--- config.mk ---
export PLATFORM = sky130hd
export DESIGN_NAME = scarv_soc_periph_arbiter
export DESIGN_NICKNAME = d
export VERILOG_FILES = /design/src/rtl/scarv_soc_periph_arb_pkg.sv /design/src/rtl/scarv_soc_periph_arb_idfifo.sv /design/src/rtl/scarv_soc_periph_arbiter.sv
export SDC_FILE = /design/constraint.sdc
export NUM_CORES = 1
export LEC_CHECK = 0
export CAP_MARGIN = 20
export CORE_AREA = 2 2 126 128
export DETAILED_ROUTE_END_ITERATION = 10
export DIE_AREA = 0 0 128 130
export PLACE_DENSITY = 0.57
export REMOVE_ABC_BUFFERS = 1
export SETUP_SLACK_MARGIN = 0.05
export SLEW_MARGIN = 20
export SYNTH_ARGS = -nofsm -noshare
export SYNTH_HDL_FRONTEND = slang
export SYNTH_HIERARCHICAL = 1
export SYNTH_SLANG_ARGS = --single-unit
--- constraint.sdc ---
create_clock -name g_clk -period 6.95 [get_ports g_clk]
set_input_delay 1.39 -clock g_clk [delete_from_list [all_inputs] [get_ports g_clk]]
set_output_delay 1.39 -clock g_clk [all_outputs]
set_load 0.01 [all_outputs]
--- src/rtl/scarv_soc_periph_arb_pkg.sv ---
// Shared types for the peripheral-port arbiter: requester IDs and request payloads.
package scarv_soc_periph_arb_pkg;

   localparam int NREQ   = 2;
   localparam int ID_W   = 1;
   localparam int PKT_AW = 32;
   localparam int PKT_DW = 32;

   typedef logic [ID_W-1:0] req_id_t;

   typedef struct packed {
      logic                  wen;
      logic [PKT_DW/8-1:0]   strb;
      logic [PKT_AW-1:0]     addr;
      logic [PKT_DW-1:0]     wdata;
   } req_pkt_t;

   function automatic req_id_t other_id(input req_id_t id);
      return ~id;
   endfunction

endpackage

--- src/rtl/scarv_soc_periph_arb_idfifo.sv ---
// Owner-ID FIFO: remembers which requester issued each outstanding transaction.
module scarv_soc_periph_arb_idfifo
   import scarv_soc_periph_arb_pkg::*;
#(
   parameter int DEPTH = 4
) (
   input  logic                     clk_i,
   input  logic                     rst_i,
   input  logic                     push_i,
   input  req_id_t                  id_i,
   input  logic                     pop_i,
   output req_id_t                  head_o,
   output logic                     full_o,
   output logic                     empty_o,
   output logic [$clog2(DEPTH):0]   count_o
);

   localparam int PW = $clog2(DEPTH);

   req_id_t         mem_q [DEPTH];
   logic [PW-1:0]   wrPtr_q, wrPtr_d;
   logic [PW-1:0]   rdPtr_q, rdPtr_d;
   logic [PW:0]     count_q, count_d;
   logic            doPush;
   logic            doPop;

   assign full_o  = (count_q == (PW+1)'(DEPTH));
   assign empty_o = (count_q == '0);
   assign count_o = count_q;
   assign head_o  = mem_q[rdPtr_q];

   assign doPush = push_i && !full_o;
   assign doPop  = pop_i && !empty_o;

   always_comb begin
      wrPtr_d = wrPtr_q;
      rdPtr_d = rdPtr_q;
      count_d = count_q;
      if (doPush) wrPtr_d = wrPtr_q + 1'b1;
      if (doPop)  rdPtr_d = rdPtr_q + 1'b1;
      case ({doPush, doPop})
         2'b10:   count_d = count_q + 1'b1;
         2'b01:   count_d = count_q - 1'b1;
         default: count_d = count_q;
      endcase
   end

   always_ff @(posedge clk_i or posedge rst_i) begin
      if (rst_i) begin
         wrPtr_q <= '0;
         rdPtr_q <= '0;
         count_q <= '0;
      end else begin
         wrPtr_q <= wrPtr_d;
         rdPtr_q <= rdPtr_d;
         count_q <= count_d;
      end
   end

   // Storage needs no reset: the count and pointers decide what is valid.
   always_ff @(posedge clk_i) begin
      if (doPush) mem_q[wrPtr_q] <= id_i;
   end

endmodule

--- src/rtl/scarv_soc_periph_arbiter.sv ---
// Round-robin arbiter for the peripheral memory port; routes in-order responses
// back to whichever requester issued the matching request.
module scarv_soc_periph_arbiter
   import scarv_soc_periph_arb_pkg::*;
#(
   parameter int AW              = 32,
   parameter int DW              = 32,
   parameter int MAX_OUTSTANDING = 4
) (
   input  logic            g_clk,
   input  logic            g_reset,

   input  logic            r0_req,
   output logic            r0_gnt,
   input  logic            r0_wen,
   input  logic [DW/8-1:0] r0_strb,
   input  logic [AW-1:0]   r0_addr,
   input  logic [DW-1:0]   r0_wdata,
   output logic            r0_recv,
   input  logic            r0_ack,
   output logic [DW-1:0]   r0_rdata,
   output logic            r0_error,

   input  logic            r1_req,
   output logic            r1_gnt,
   input  logic            r1_wen,
   input  logic [DW/8-1:0] r1_strb,
   input  logic [AW-1:0]   r1_addr,
   input  logic [DW-1:0]   r1_wdata,
   output logic            r1_recv,
   input  logic            r1_ack,
   output logic [DW-1:0]   r1_rdata,
   output logic            r1_error,

   output logic            d_req,
   output logic            d_wen,
   output logic [DW/8-1:0] d_strb,
   output logic [AW-1:0]   d_addr,
   output logic [DW-1:0]   d_wdata,
   input  logic            d_gnt,
   input  logic            d_recv,
   input  logic [DW-1:0]   d_rdata,
   input  logic            d_error,
   output logic            d_ack,

   output logic            spurious_rsp
);

   localparam int CW = $clog2(MAX_OUTSTANDING) + 1;

   typedef struct packed {
      logic            wen;
      logic [DW/8-1:0] strb;
      logic [AW-1:0]   addr;
      logic [DW-1:0]   wdata;
   } pkt_t;

   pkt_t             pkt [NREQ];
   pkt_t             selPkt;
   logic [NREQ-1:0]  reqVec;
   logic [NREQ-1:0]  ackVec;

   logic     lock_q, lock_d;
   req_id_t  lockSel_q, lockSel_d;
   req_id_t  lastGrant_q, lastGrant_d;
   logic     spurious_q, spurious_d;

   req_id_t          sel;
   logic             selReq;
   logic             xfer;
   logic             respVld;
   logic             pop;
   req_id_t          head;
   logic             full;
   logic             empty;
   logic [CW-1:0]    outstanding;

   assign reqVec = {r1_req, r0_req};
   assign ackVec = {r1_ack, r0_ack};
   assign pkt[0] = '{wen: r0_wen, strb: r0_strb, addr: r0_addr, wdata: r0_wdata};
   assign pkt[1] = '{wen: r1_wen, strb: r1_strb, addr: r1_addr, wdata: r1_wdata};

   // A requester presented but not yet accepted keeps the port until the device takes it.
   always_comb begin
      sel    = lockSel_q;
      selReq = 1'b0;
      if (lock_q) begin
         selReq = reqVec[lockSel_q];
      end else begin
         case (reqVec)
            2'b01:   begin sel = 1'b0;                   selReq = 1'b1; end
            2'b10:   begin sel = 1'b1;                   selReq = 1'b1; end
            2'b11:   begin sel = other_id(lastGrant_q);  selReq = 1'b1; end
            default: begin sel = lockSel_q;              selReq = 1'b0; end
         endcase
      end
   end

   assign d_req  = !g_reset && selReq && !full;
   assign xfer   = d_req && d_gnt;
   assign r0_gnt = xfer && (sel == 1'b0);
   assign r1_gnt = xfer && (sel == 1'b1);

   assign selPkt  = d_req ? pkt[sel] : '0;
   assign d_wen   = selPkt.wen;
   assign d_strb  = selPkt.strb;
   assign d_addr  = selPkt.addr;
   assign d_wdata = selPkt.wdata;

   assign respVld  = !g_reset && d_recv && !empty;
   assign r0_recv  = respVld && (head == 1'b0);
   assign r1_recv  = respVld && (head == 1'b1);
   assign r0_rdata = r0_recv ? d_rdata : '0;
   assign r1_rdata = r1_recv ? d_rdata : '0;
   assign r0_error = r0_recv && d_error;
   assign r1_error = r1_recv && d_error;

   // With nothing outstanding a stray response is drained rather than stalling the device.
   assign d_ack = !g_reset && (empty ? d_recv : ackVec[head]);
   assign pop   = respVld && d_ack;

   assign spurious_rsp = spurious_q;

   always_comb begin
      lock_d      = lock_q;
      lockSel_d   = lockSel_q;
      lastGrant_d = lastGrant_q;
      spurious_d  = spurious_q || (d_recv && empty);
      if (xfer) begin
         lock_d      = 1'b0;
         lastGrant_d = sel;
      end else if (d_req) begin
         lock_d    = 1'b1;
         lockSel_d = sel;
      end
   end

   always_ff @(posedge g_clk or posedge g_reset) begin
      if (g_reset) begin
         lock_q      <= 1'b0;
         lockSel_q   <= 1'b0;
         lastGrant_q <= 1'b1;
         spurious_q  <= 1'b0;
      end else begin
         lock_q      <= lock_d;
         lockSel_q   <= lockSel_d;
         lastGrant_q <= lastGrant_d;
         spurious_q  <= spurious_d;
      end
   end

   scarv_soc_periph_arb_idfifo #(
      .DEPTH   (MAX_OUTSTANDING)
   ) u_idfifo (
      .clk_i   (g_clk),
      .rst_i   (g_reset),
      .push_i  (xfer),
      .id_i    (sel),
      .pop_i   (pop),
      .head_o  (head),
      .full_o  (full),
      .empty_o (empty),
      .count_o (outstanding)
   );

   assert property (@(posedge g_clk) disable iff (g_reset) outstanding <= CW'(MAX_OUTSTANDING));

endmodule

Word level (Yosys, flattened, before mapping)
Memories as Yosys holds them, arrays and structs flattened. Cells that the tools add are included.

Bits in registers: 11. RAM bits: 4. Output and inout bits: 142. Memories kept: 1.

Memories: u_idfifo.mem_q (words 4, bits a word 1, read ports 1, clocked after memory_dff 0, wr ports 1, RTL line scarv_soc_periph_arb_idfifo.sv:20) `req_id_t mem_q [DEPTH];`.

Equality and inequality tests: 6. Reduce and logical (&&, ||, !) cells: 25. $lt $le $gt $ge: 3. Add/sub/neg operators: 4. Multiplexer cells: 20. Bitwise logic cells: 5.

Operators by type and width (count): $mux W69 (4); $mux W32 (2); $logic_and A1 B1 Y1 (16); $mux W1 (12); $eq A2 B2 Y1 const B (3); $pmux W3 S2 (1); $add A2 B1 Y2 const B (2); $eq A2 B1 Y1 const B (2); $lt A1 B2 Y1 const B (2); $not A1 Y1 (4); $reduce_bool A2 Y1 (2); $add A3 B1 Y3 const B (1); $eq A3 B3 Y1 const B (1); $logic_not A1 Y1 (3); $logic_not A3 Y1 (1); $pmux W1 S3 (1); $reduce_or A3 Y1 (1); $sub A3 B1 Y3 const B (1); $ge A2 B2 Y1 const B (1); $not A1 Y2 (1); $reduce_and A2 Y1 (1); $logic_or A1 B1 Y1 (1).

Logic depth before layout (Yosys ltp)
Gate-level depths: netlist of the first run.

Word-level depth: 10. Depth in mapped cells: 11. Gate-level depth less buffers: 11.

Cells and area by module
The synthesis of the first run kept the hierarchy.

By module, submodules not included: scarv_soc_periph_arbiter (instances 1, cells an instance 388, seq. area each 101.3 µm², area each 2665.1 µm²); scarv_soc_periph_arb_idfifo (instances 1, cells an instance 43, seq. area each 295.3 µm², area each 586.8 µm²).

Worst setup path before layout of the first run
Ideal clock, no wire load.

Kind: input-to-output. Start point: in g_reset. End point: out d_addr[26]. Data required time: 5560 ps. Path buffers: 2. Stages: 5. Setup slack: 3048 ps. Data arrival time: 2512 ps. Cell sequence: or2_2 -> a211o_1 -> buf_4 -> buf_2 -> a21oi_1.

Longest elaborated chain between the ends: 4.

RTL lines: from (decl) (RTL line scarv_soc_periph_arbiter.sv:11) `input logic g_reset,`; $logic_not A1 Y1 (no line); $logic_and A1 B1 Y1 (2 in a row) (RTL line scarv_soc_periph_arbiter.sv:99) `assign d_req = !g_reset && selReq && !full;`; $mux W69 (RTL line scarv_soc_periph_arbiter.sv:104) `assign selPkt = d_req ? pkt[sel] : '0;`; to (decl) (RTL line scarv_soc_periph_arbiter.sv:38) `output logic [AW-1:0] d_addr,`.

No other way between the ends.

Final worst setup path of the first run
Start point: in r1_req. End point: out d_addr[15].

Longest elaborated chain between the ends: 8.

RTL lines: from (decl) (RTL line scarv_soc_periph_arbiter.sv:24) `input logic r1_req,`; $eq A2 B2 Y1 or $eq A2 B1 Y1 (tied branches) (RTL line scarv_soc_periph_arbiter.sv:90) `case (reqVec)`; $pmux W1 S3 (RTL line scarv_soc_periph_arbiter.sv:90); $mux W1 (RTL line scarv_soc_periph_arbiter.sv:87) `if (lock_q) begin`; $not A1 Y2 (implied by the code) (RTL line scarv_soc_periph_arbiter.sv:104); $mux W69 (implied by the code) (3 in a row) (RTL line scarv_soc_periph_arbiter.sv:104); $mux W69 * (RTL line scarv_soc_periph_arbiter.sv:104).

Mark *: on every way between the ends. The rest lies on a longest branch, timed or not. The select of a mux whose other input is x is not followed.

==> metrics.txt, run 1 <==
VDD IR max 0.1195 mV; Worst R2R Setup Slack 4.30 ns; Rel. slew slack 35.90%; DR iter-0 viols 359; Worst Setup End Kind output port; post-synthesis compound-gate area fraction 50.25%; Warnings, synthesis 6; Synth top area share 37.17%; outcome complete, no violations; r2r startpoint u_idfifo/count_o[2]; Post-Synth Adder-Cell Area 2.539%; drt wl/cell 21.67 µm; final worst-path cycle share 79.74%; Critical Path RT 5.56 ns; most frequent cells after synthesis o221ai_1, a21oi_1, and2_1, clkbuf_1, buf_2; total grt overflow 0; ANT nets after route 0; CTS Root Cell clkbuf_16; Synth Area in XOR/XNOR 1.616%; DRT Pass-1 Iters 5; Setup Crit Path Kind input port to output port; Final setup viols 0; main combinational cell family by area after synthesis compound AO/OA/AOI/OAI gates; Tot Pwr 1.537 mW; worst r2r dst u_idfifo/count_o[2]; Area Growth Syn to Fin 102.3%; R2R depth 11; post-CTS setup buffers 0; Die Area 16640 µm²; total clock sinks 15; Yosys cell types 38; Synth area leaders o221ai_1, and2_1, a21oi_1; TritonCTS clock tree yes; Reg clk slew, reported paths 0.05 ns; Synth Area in Simple Gates 18.08%; antenna violations before repair 0; largest net degree at the start of global routing 72; Filler cells 1545; share of layout cells above drive strength 1 5.899%; most frequent cell after synthesis o221ai_1; dpl hpwl 14030 µm; Mapped Avg Cell Area 7.545 µm²; Max Root-Sink Buffers 2; # diodes 0; power density over the cells 233.6 nW/µm²; post-synthesis cell area 3252 µm²; number of synthesized flops with an enable pin 4; Clock Skew 0.002801 ns; Post-Synthesis Cells 431; hold path depth 1; Slew Limit Fails 0; Layout Nets 881; maximum clock rate 180.5 MHz; Initial Util 21.08%; Synth area leader o221ai_1; Slew @ Worst Pin 0.9604 ns; Hold Startpoint spurious_rsp; core area 15420 µm²; Synth Register Bits 15; maxcap violations 0; Hold Path End spurious_rsp; final worst path period need 5.542 ns; Die W 128 µm; predominant post-synthesis flop cell dfrtp_1; register area share after synthesis 12.20%; I/O pin cnt 321; DRC errors left 0; Worst-Skew Late Latency 0.24 ns; LEAKAGE 2.191 nW; Util after Layout 42.65%; Critical Path Start Type input port; Hold Vio Cnt, Final 0; H-tree level count 1; CTS buffer count 3; CTS Hold Bufs 0; Routed WL 19220 µm; CP Max Fanout 28; GPL Wtd Cong 0.9785; post-synthesis mux area share 2.424%; vias 5035; DR vias/cell 5.676; gr usage total 20.93%; cts repair resizes 0; Hold Crit Class register to register; Post-synth ARST share 73.33%; first-pass GRT wire length 27490 µm; CP Data Arrival Time 4.15 ns; port bufs 320; Die Span Y 130 µm; RSZ-0062 raised after global routing no; setup tns final 0 ns; FP Rows 46; vias in the first global route 4591
## layer usage
metal	share of wire, %	track usage (%)	wire, µm	up-vias
met5	0	0	0	-
met4	4.9	8.920	947	0
met3	7.5	4.018	1438	65
met2	50	36.96	9647	298
met1	37	24.89	7190	2413
li1	-	-	-	2259
## registers in the layout (all words and copies together), names as in the netlist
register	count
lastGrant_q	1
u_idfifo/rdPtr_q	2
u_idfifo/mem_q	4
spurious_rsp	1
u_idfifo/count_o	3
lock_q	1
u_idfifo/wrPtr_q	2
lockSel_q	1
## worst max-delay path: stages
cell	delay, ns
clkdlybuf4s50_1	0.59
nor2b_4	0.68
buf_4	0.36
o221ai_1	0.15
a21oi_1	0.35
clkdlybuf4s50_1	0.61
## where the power goes
group / switching, mW / internal (mW) / total [mW]
Combinational: 0.676 / 0.578 / 1.25
Sequential: 0.0426 / 0.130 / 0.173
Clock: 0.0328 / 0.0775 / 0.110
Total: 0.751 / 0.786 / 1.54
## layout make-up
class | instances | area, µm² | share of cell area (%)
Multi-Input combinational cell | 326 | 2466 | 37.49
Clock buffer | 4 | 78.83 | 1.198
Inverter | 13 | 48.80 | 0.7417
Tap cell | 192 | 240.2 | 3.652
Timing Repair Buffer | 337 | 3347 | 50.87
Sequential cell | 15 | 397.9 | 6.048
## worst max path at each step
stage | from | end | slack (ns) | cells past startpoint
CTS | r1_req | d_addr[11] | 1.45 | 6
global placement | g_reset | d_addr[11] | 1.49 | 6
global route | r1_req | d_addr[15] | 1.30 | 6
detailed placement | g_reset | d_addr[11] | 1.45 | 6
finish | r1_req | d_addr[15] | 1.41 | 6
floorplan | r0_req | r0_gnt | 0.96 | 3
## cell usage in the layout (no fill, tap or decap), types with 3 or more instances in the layout
cell | netlist | final
nor2_1 | 4 | 4
nor3_1 | 3 | 3
clkdlybuf4s50_1 | 0 | 320
buf_4 | 4 | 15
xor2_1 | 3 | 3
a21oi_1 | 70 | 70
inv_1 | 12 | 12
o221ai_1 | 138 | 138
xnor2_1 | 3 | 3
and2_1 | 70 | 69
dfrtp_1 | 10 | 9
mux2i_1 | 3 | 3
edfxtp_1 | 4 | 4
clkbuf_16 | 0 | 3
nor2b_4 | 1 | 4
ha_1 | 5 | 5
and2_2 | 2 | 3
## logic make-up (layout without fill, tap and decap cells)
kind of cell	count (synthesis)	count (layout)
flip-flops	15	15
adder cells (fa/ha/maj)	6	6
XOR/XNOR	6	6
AO/OA/AOI/OAI	215	215
buffers and inverters	90	354
AND/OR/NAND/NOR	93	93
multiplexers	6	6
## per-stage QoR
step | hold WS, ns | worst slack, ns | cells | cell area, µm²
6_report | 0.4663 | 1.408 | 887 | 6579
5_1_grt | 0.4973 | 1.296 | 887 | 6579
4_1_cts | 0.4735 | 1.453 | 886 | 6568
3_5_place_dp | 0.4575 | 1.452 | 882 | 6489
3_3_place_gp | 0.4597 | 1.490 | 882 | 6489
2_1_floorplan | 0.4528 | 0.9574 | 354 | 2882
(Power assumes the default switching activity.)
==> inputs of run 2 (changes only) <==
--- a/config.mk
+++ b/config.mk
@@ -6,10 +6,10 @@
 export NUM_CORES = 1
 export LEC_CHECK = 0
 export CAP_MARGIN = 20
-export CORE_AREA = 2 2 126 128
+export CORE_AREA = 2 2 125 127
 export DETAILED_ROUTE_END_ITERATION = 10
-export DIE_AREA = 0 0 128 130
-export PLACE_DENSITY = 0.57
+export DIE_AREA = 0 0 127 129
+export PLACE_DENSITY = 0.61
 export REMOVE_ABC_BUFFERS = 1
 export SETUP_SLACK_MARGIN = 0.05
 export SLEW_MARGIN = 20
==> constraint.sdc (replaced) <==
create_clock -name g_clk -period 4.75 [get_ports g_clk]
set_input_delay 0.95 -clock g_clk [delete_from_list [all_inputs] [get_ports g_clk]]
set_output_delay 0.95 -clock g_clk [all_outputs]
set_load 0.01 [all_outputs]
==> metrics.txt, run 2 (same netlist as run 1, synthesis figures left out) <==
DR iter-0 viols 364; Crit path top cell by count clkdlybuf4s50_1; final worst path period need 4.126 ns; maxcap violations 0; Die Span Y 129 µm; Hold Vio Cnt, Final 0; WP buf/inv 3; Initial Util 21.71%; Util after Layout 44.26%; hold path depth 1; Slew @ Worst Pin 0.8107 ns; largest net degree at the start of global routing 73; Largest register FFs 4; H-tree level count 1; Critical Path RT 3.80 ns; CP Max Fanout 72; final worst-path cycle share 86.86%; crit-path cells clkdlybuf4s50_1 > or2_2 > a211o_2 > buf_12 > a21oi_1 > clkdlybuf4s50_1; I/O pin cnt 321; gr usage total 19.27%; power density over the cells 338.9 nW/µm²; LEAKAGE 2.205 nW; Clock Skew 0.003733 ns; DRT Pass-1 Iters 5; worst slack, placed 0.6129 ns; maximum clock rate 242.4 MHz; Worst R2R Setup Slack 2.08 ns; GPL Wtd Cong 0.8747; Reg clk slew, reported paths 0.05 ns; port bufs 320; r2r startpoint u_idfifo/count_o[2]; Crit path max-delay family buffers and inverters; worst setup margin 0.6240 ns; CTS Hold Bufs 0; Slew Limit Fails 0; share of layout cells above drive strength 1 5.499%; CTS Root Cell clkbuf_16; vias 4839; ANT nets after route 0; Max Root-Sink Buffers 2; Layout Nets 877; Worst Setup End Kind output port; Worst-Skew Late Latency 0.24 ns; outcome complete, no violations; core area 14980 µm²; RSZ-0062 raised after global routing no; total clock sinks 15; Hold Crit Class register to register; Critical Path Start Type input port; Die W 127 µm; FP Rows 45; Setup Crit Path Kind input port to output port; most frequent cells in the layout clkdlybuf4s50_1, o221ai_1, a21oi_1, and2_1, inv_1; Placement Cell Area 6549 µm²; Tot Pwr 2.247 mW; VDD IR max 0.3400 mV; Hold Startpoint spurious_rsp; Hold Path End spurious_rsp; dpl hpwl 12880 µm; Routed WL 17700 µm; DR vias/cell 5.505; CP max stage delay 0.61 ns; DRC errors left 0; Final Cell Area 6629 µm²; worst r2r dst u_idfifo/count_o[2]; vias in the first global route 4510; total grt overflow 0; Final setup viols 0; antenna violations before repair 0; cts repair resizes 0; Rel. slew slack 45.95%; Area Growth Syn to Fin 103.8%; first-pass GRT wire length 25850 µm; CP Data Arrival Time 3.18 ns; # diodes 0; CP max-delay cell clkdlybuf4s50_1; drt wl/cell 20.14 µm; CTS buffer count 3; most common cell after layout, fill and taps aside clkdlybuf4s50_1; Die Area 16380 µm²; setup tns final 0 ns; post-CTS setup buffers 0; TritonCTS clock tree yes; R2R depth 11; Reg with most FFs u_idfifo/mem_q
-- run 2: cell count changes in the layout (fill, tap and decap cells not counted), sizes merged --
cell    delta
buf        -4
clkinv     +1
clkbuf     -1
-- run 2: power breakdown --
part           total [mW]  switching (mW)  internal, mW  leakage, nW
Clock               0.163          0.0507         0.112       0.0409
Combinational        1.83           0.954         0.876         2.00
Sequential          0.254          0.0634         0.191        0.161
-- run 2: layout make-up --
cell class,instances,area [µm²]
well taps,188,235.2
multi-input cells,326,2466
clock inverters,1,5.005
flip-flops and latches,15,397.9
fillers,1488,8348
inverters,13,48.80
clock buffers,3,75.07
repair buffers,333,3401
-- run 2: worst max path at each step --
| stage | slack [ns] | cells after the start | endpoint | start |
|---|---|---|---|---|
| 3_5_place_dp | 0.61 | 6 | r0_gnt | g_reset |
| 4_1_cts | 0.60 | 6 | r0_gnt | g_reset |
| 5_1_grt | 0.45 | 6 | d_addr[9] | r1_req |
| 3_3_place_gp | 0.66 | 6 | r0_gnt | g_reset |
| 2_1_floorplan | -0.36 | 3 | r0_gnt | r0_req |
| 6_report | 0.62 | 6 | d_addr[9] | g_reset |
-- run 2: worst register-to-register path, stage by stage, from the launching register on --
cell	delay (ns)
dfrtp_1	0.42
nor3b_4	0.18
or2_2	0.32
a2111oi_4	0.44
nor2b_4	0.31
inv_1	0.07
ha_1	0.23
inv_1	0.07
fa_1	0.17
xor2_1	0.14
nor2_1	0.06
xor2_1	0.13
-- run 2: per-stage QoR --
stage	hold WS, ns	instances
finish	0.4740	879
global route	0.5131	879
CTS	0.4854	879
detailed placement	0.4644	875
global placement	0.4537	875
floorplan	0.4528	354
-- run 2: layer usage --
layer / part of all wire (%) / global-route usage, % / wire length [µm]
met5: 0 / 0 / 0
met4: 4.1 / 7.692 / 718
met3: 5.6 / 2.037 / 984
met2: 50 / 32.45 / 8796
met1: 41 / 25.37 / 7204
==> inputs of run 3 (changes only) <==
--- a/config.mk
+++ b/config.mk
@@ -6,10 +6,11 @@
 export NUM_CORES = 1
 export LEC_CHECK = 0
 export CAP_MARGIN = 20
-export CORE_AREA = 2 2 125 127
+export CORE_AREA = 2 2 126 128
 export DETAILED_ROUTE_END_ITERATION = 10
-export DIE_AREA = 0 0 127 129
-export PLACE_DENSITY = 0.61
+export DIE_AREA = 0 0 128 130
+export GPL_TIMING_DRIVEN = 1
+export PLACE_DENSITY = 0.57
 export REMOVE_ABC_BUFFERS = 1
 export SETUP_SLACK_MARGIN = 0.05
 export SLEW_MARGIN = 20
==> constraint.sdc (replaced) <==
create_clock -name g_clk -period 5.1 [get_ports g_clk]
set_input_delay 1.02 -clock g_clk [delete_from_list [all_inputs] [get_ports g_clk]]
set_output_delay 1.02 -clock g_clk [all_outputs]
set_load 0.01 [all_outputs]
==> metrics.txt, run 3 (same netlist as run 1, synthesis figures left out) <==
Hold Vio Cnt, Final 0; Comb pwr share 81.0%; port bufs 320; most frequent cells in the layout clkdlybuf4s50_1, o221ai_1, a21oi_1, and2_1, inv_1; power density over the cells 319.4 nW/µm²; Routed WL 18970 µm; crit-path cells clkdlybuf4s50_1 > mux2i_1 > a211o_2 > buf_12 > a21oi_1 > clkdlybuf4s50_1; Rel. slew slack 55.58%; drt wl/cell 21.34 µm; Util after Layout 43.29%; CP Max Fanout 27; RSZ-0062 raised after global routing no; worst slack, placed 0.5854 ns; Final setup viols 0; core area 15420 µm²; Area Growth Syn to Fin 105.3%; Critical Path RT 4.08 ns; Seq pwr share 12.1%; most common cell after layout, fill and taps aside clkdlybuf4s50_1; CTS buffer count 3; Crit path top cell by count clkdlybuf4s50_1; dpl hpwl 13940 µm; share of layout cells above drive strength 1 6.169%; outcome complete, no violations; DRC errors left 0; worst r2r dst u_idfifo/count_o[2]; Critical path origin r1_req; WHS 0.4764 ns; R2R depth 10; Critical Path End d_wdata[7]; Switching Fraction 47.87%; WP depth 6; cell internal pwr 1.112 mW; Psw 1.021 mW; maximum clock rate 222.3 MHz; Die Span Y 130 µm; post-CTS setup buffers 0; TritonCTS clock tree yes; total clock sinks 15; FP Rows 46; largest net degree at the start of global routing 67; DR iter-0 viols 368; Critical Path Start Type input port; Max Root-Sink Buffers 2; vias in the first global route 4673; CP max stage delay 0.61 ns; DRT Pass-1 Iters 5; CP max-delay cell clkdlybuf4s50_1; final worst path period need 4.497 ns; Layout Nets 883; ANT nets after route 0; vias 4911; VDD IR max 0.1790 mV; Largest register FFs 4; antenna violations before repair 0; total grt overflow 0; gr usage total 21.08%; Tot Pwr 2.133 mW; Worst R2R Setup Slack 2.36 ns; Setup Crit Path Kind input port to output port; Initial Util 21.08%; final worst-path cycle share 88.19%; WP buf/inv 3; I/O pin cnt 321; Crit path max-delay family buffers and inverters; Reg clk slew, reported paths 0.04 ns; cts repair resizes 0; GPL Wtd Cong 0.9502; DR vias/cell 5.524; Die W 128 µm; Worst Setup End Kind output port; maxcap violations 0; Hold Crit Class register to register; Die Area 16640 µm²; Slew Limit Fails 0; Clock Skew 0.001421 ns; CTS Hold Bufs 0; r2r startpoint lockSel_q; LEAKAGE 2.233 nW; Slew @ Worst Pin 0.6662 ns; CTS Root Cell clkbuf_16; setup tns final 0 ns; Reg with most FFs u_idfifo/mem_q; H-tree level count 1; # diodes 0; CP Data Arrival Time 3.48 ns; worst setup margin 0.6025 ns; Clock Power Share 7.0%; first-pass GRT wire length 28000 µm; Worst-Skew Late Latency 0.24 ns
==> run 3: per-layer routing <==
metal	GRT usage [%]	part of all wire, %	vias up
met3	3.116	7.0	44
met2	37.62	51	269
li1	-	-	2265
met1	26.07	39	2333
met4	7.046	3.7	0
met5	0	0	-
==> run 3: cell type report <==
| cell class | instances | area (µm²) |
|---|---|---|
| Inverter | 13 | 48.80 |
| Tap cell | 192 | 240.2 |
| Fill cell | 1512 | 8747 |
| Multi-Input combinational cell | 326 | 2466 |
| Clock buffer | 4 | 78.83 |
| Sequential cell | 15 | 397.9 |
| Timing Repair Buffer | 339 | 3446 |
==> run 3: worst min path at each step <==
stage                                    from                   to  depth (start not counted)
after floorplan           u_idfifo/rdPtr_q[1]  u_idfifo/rdPtr_q[1]                          1
after global placement           spurious_rsp         spurious_rsp                          1
after detailed placement         spurious_rsp         spurious_rsp                          1
after CTS                        spurious_rsp         spurious_rsp                          1
after global routing             spurious_rsp         spurious_rsp                          1
final                            spurious_rsp         spurious_rsp                          1
==> run 3: power groups by stage <==
stage	combinational [mW]	clock, mW	sequential (mW)
6_report	1.73	0.149	0.257
5_1_grt	1.87	0.163	0.269
4_1_cts	1.73	0.152	0.260
3_5_place_dp	1.73	0	0.261
3_3_place_gp	1.71	0	0.257
2_1_floorplan	0.823	0	0.255
==> run 3: stage by stage <==
stage               area, µm²  std cells
floorplan                2882        354
global placement         6599        885
detailed placement       6599        885
CTS                      6678        889
global route             6678        889
finish                   6678        889
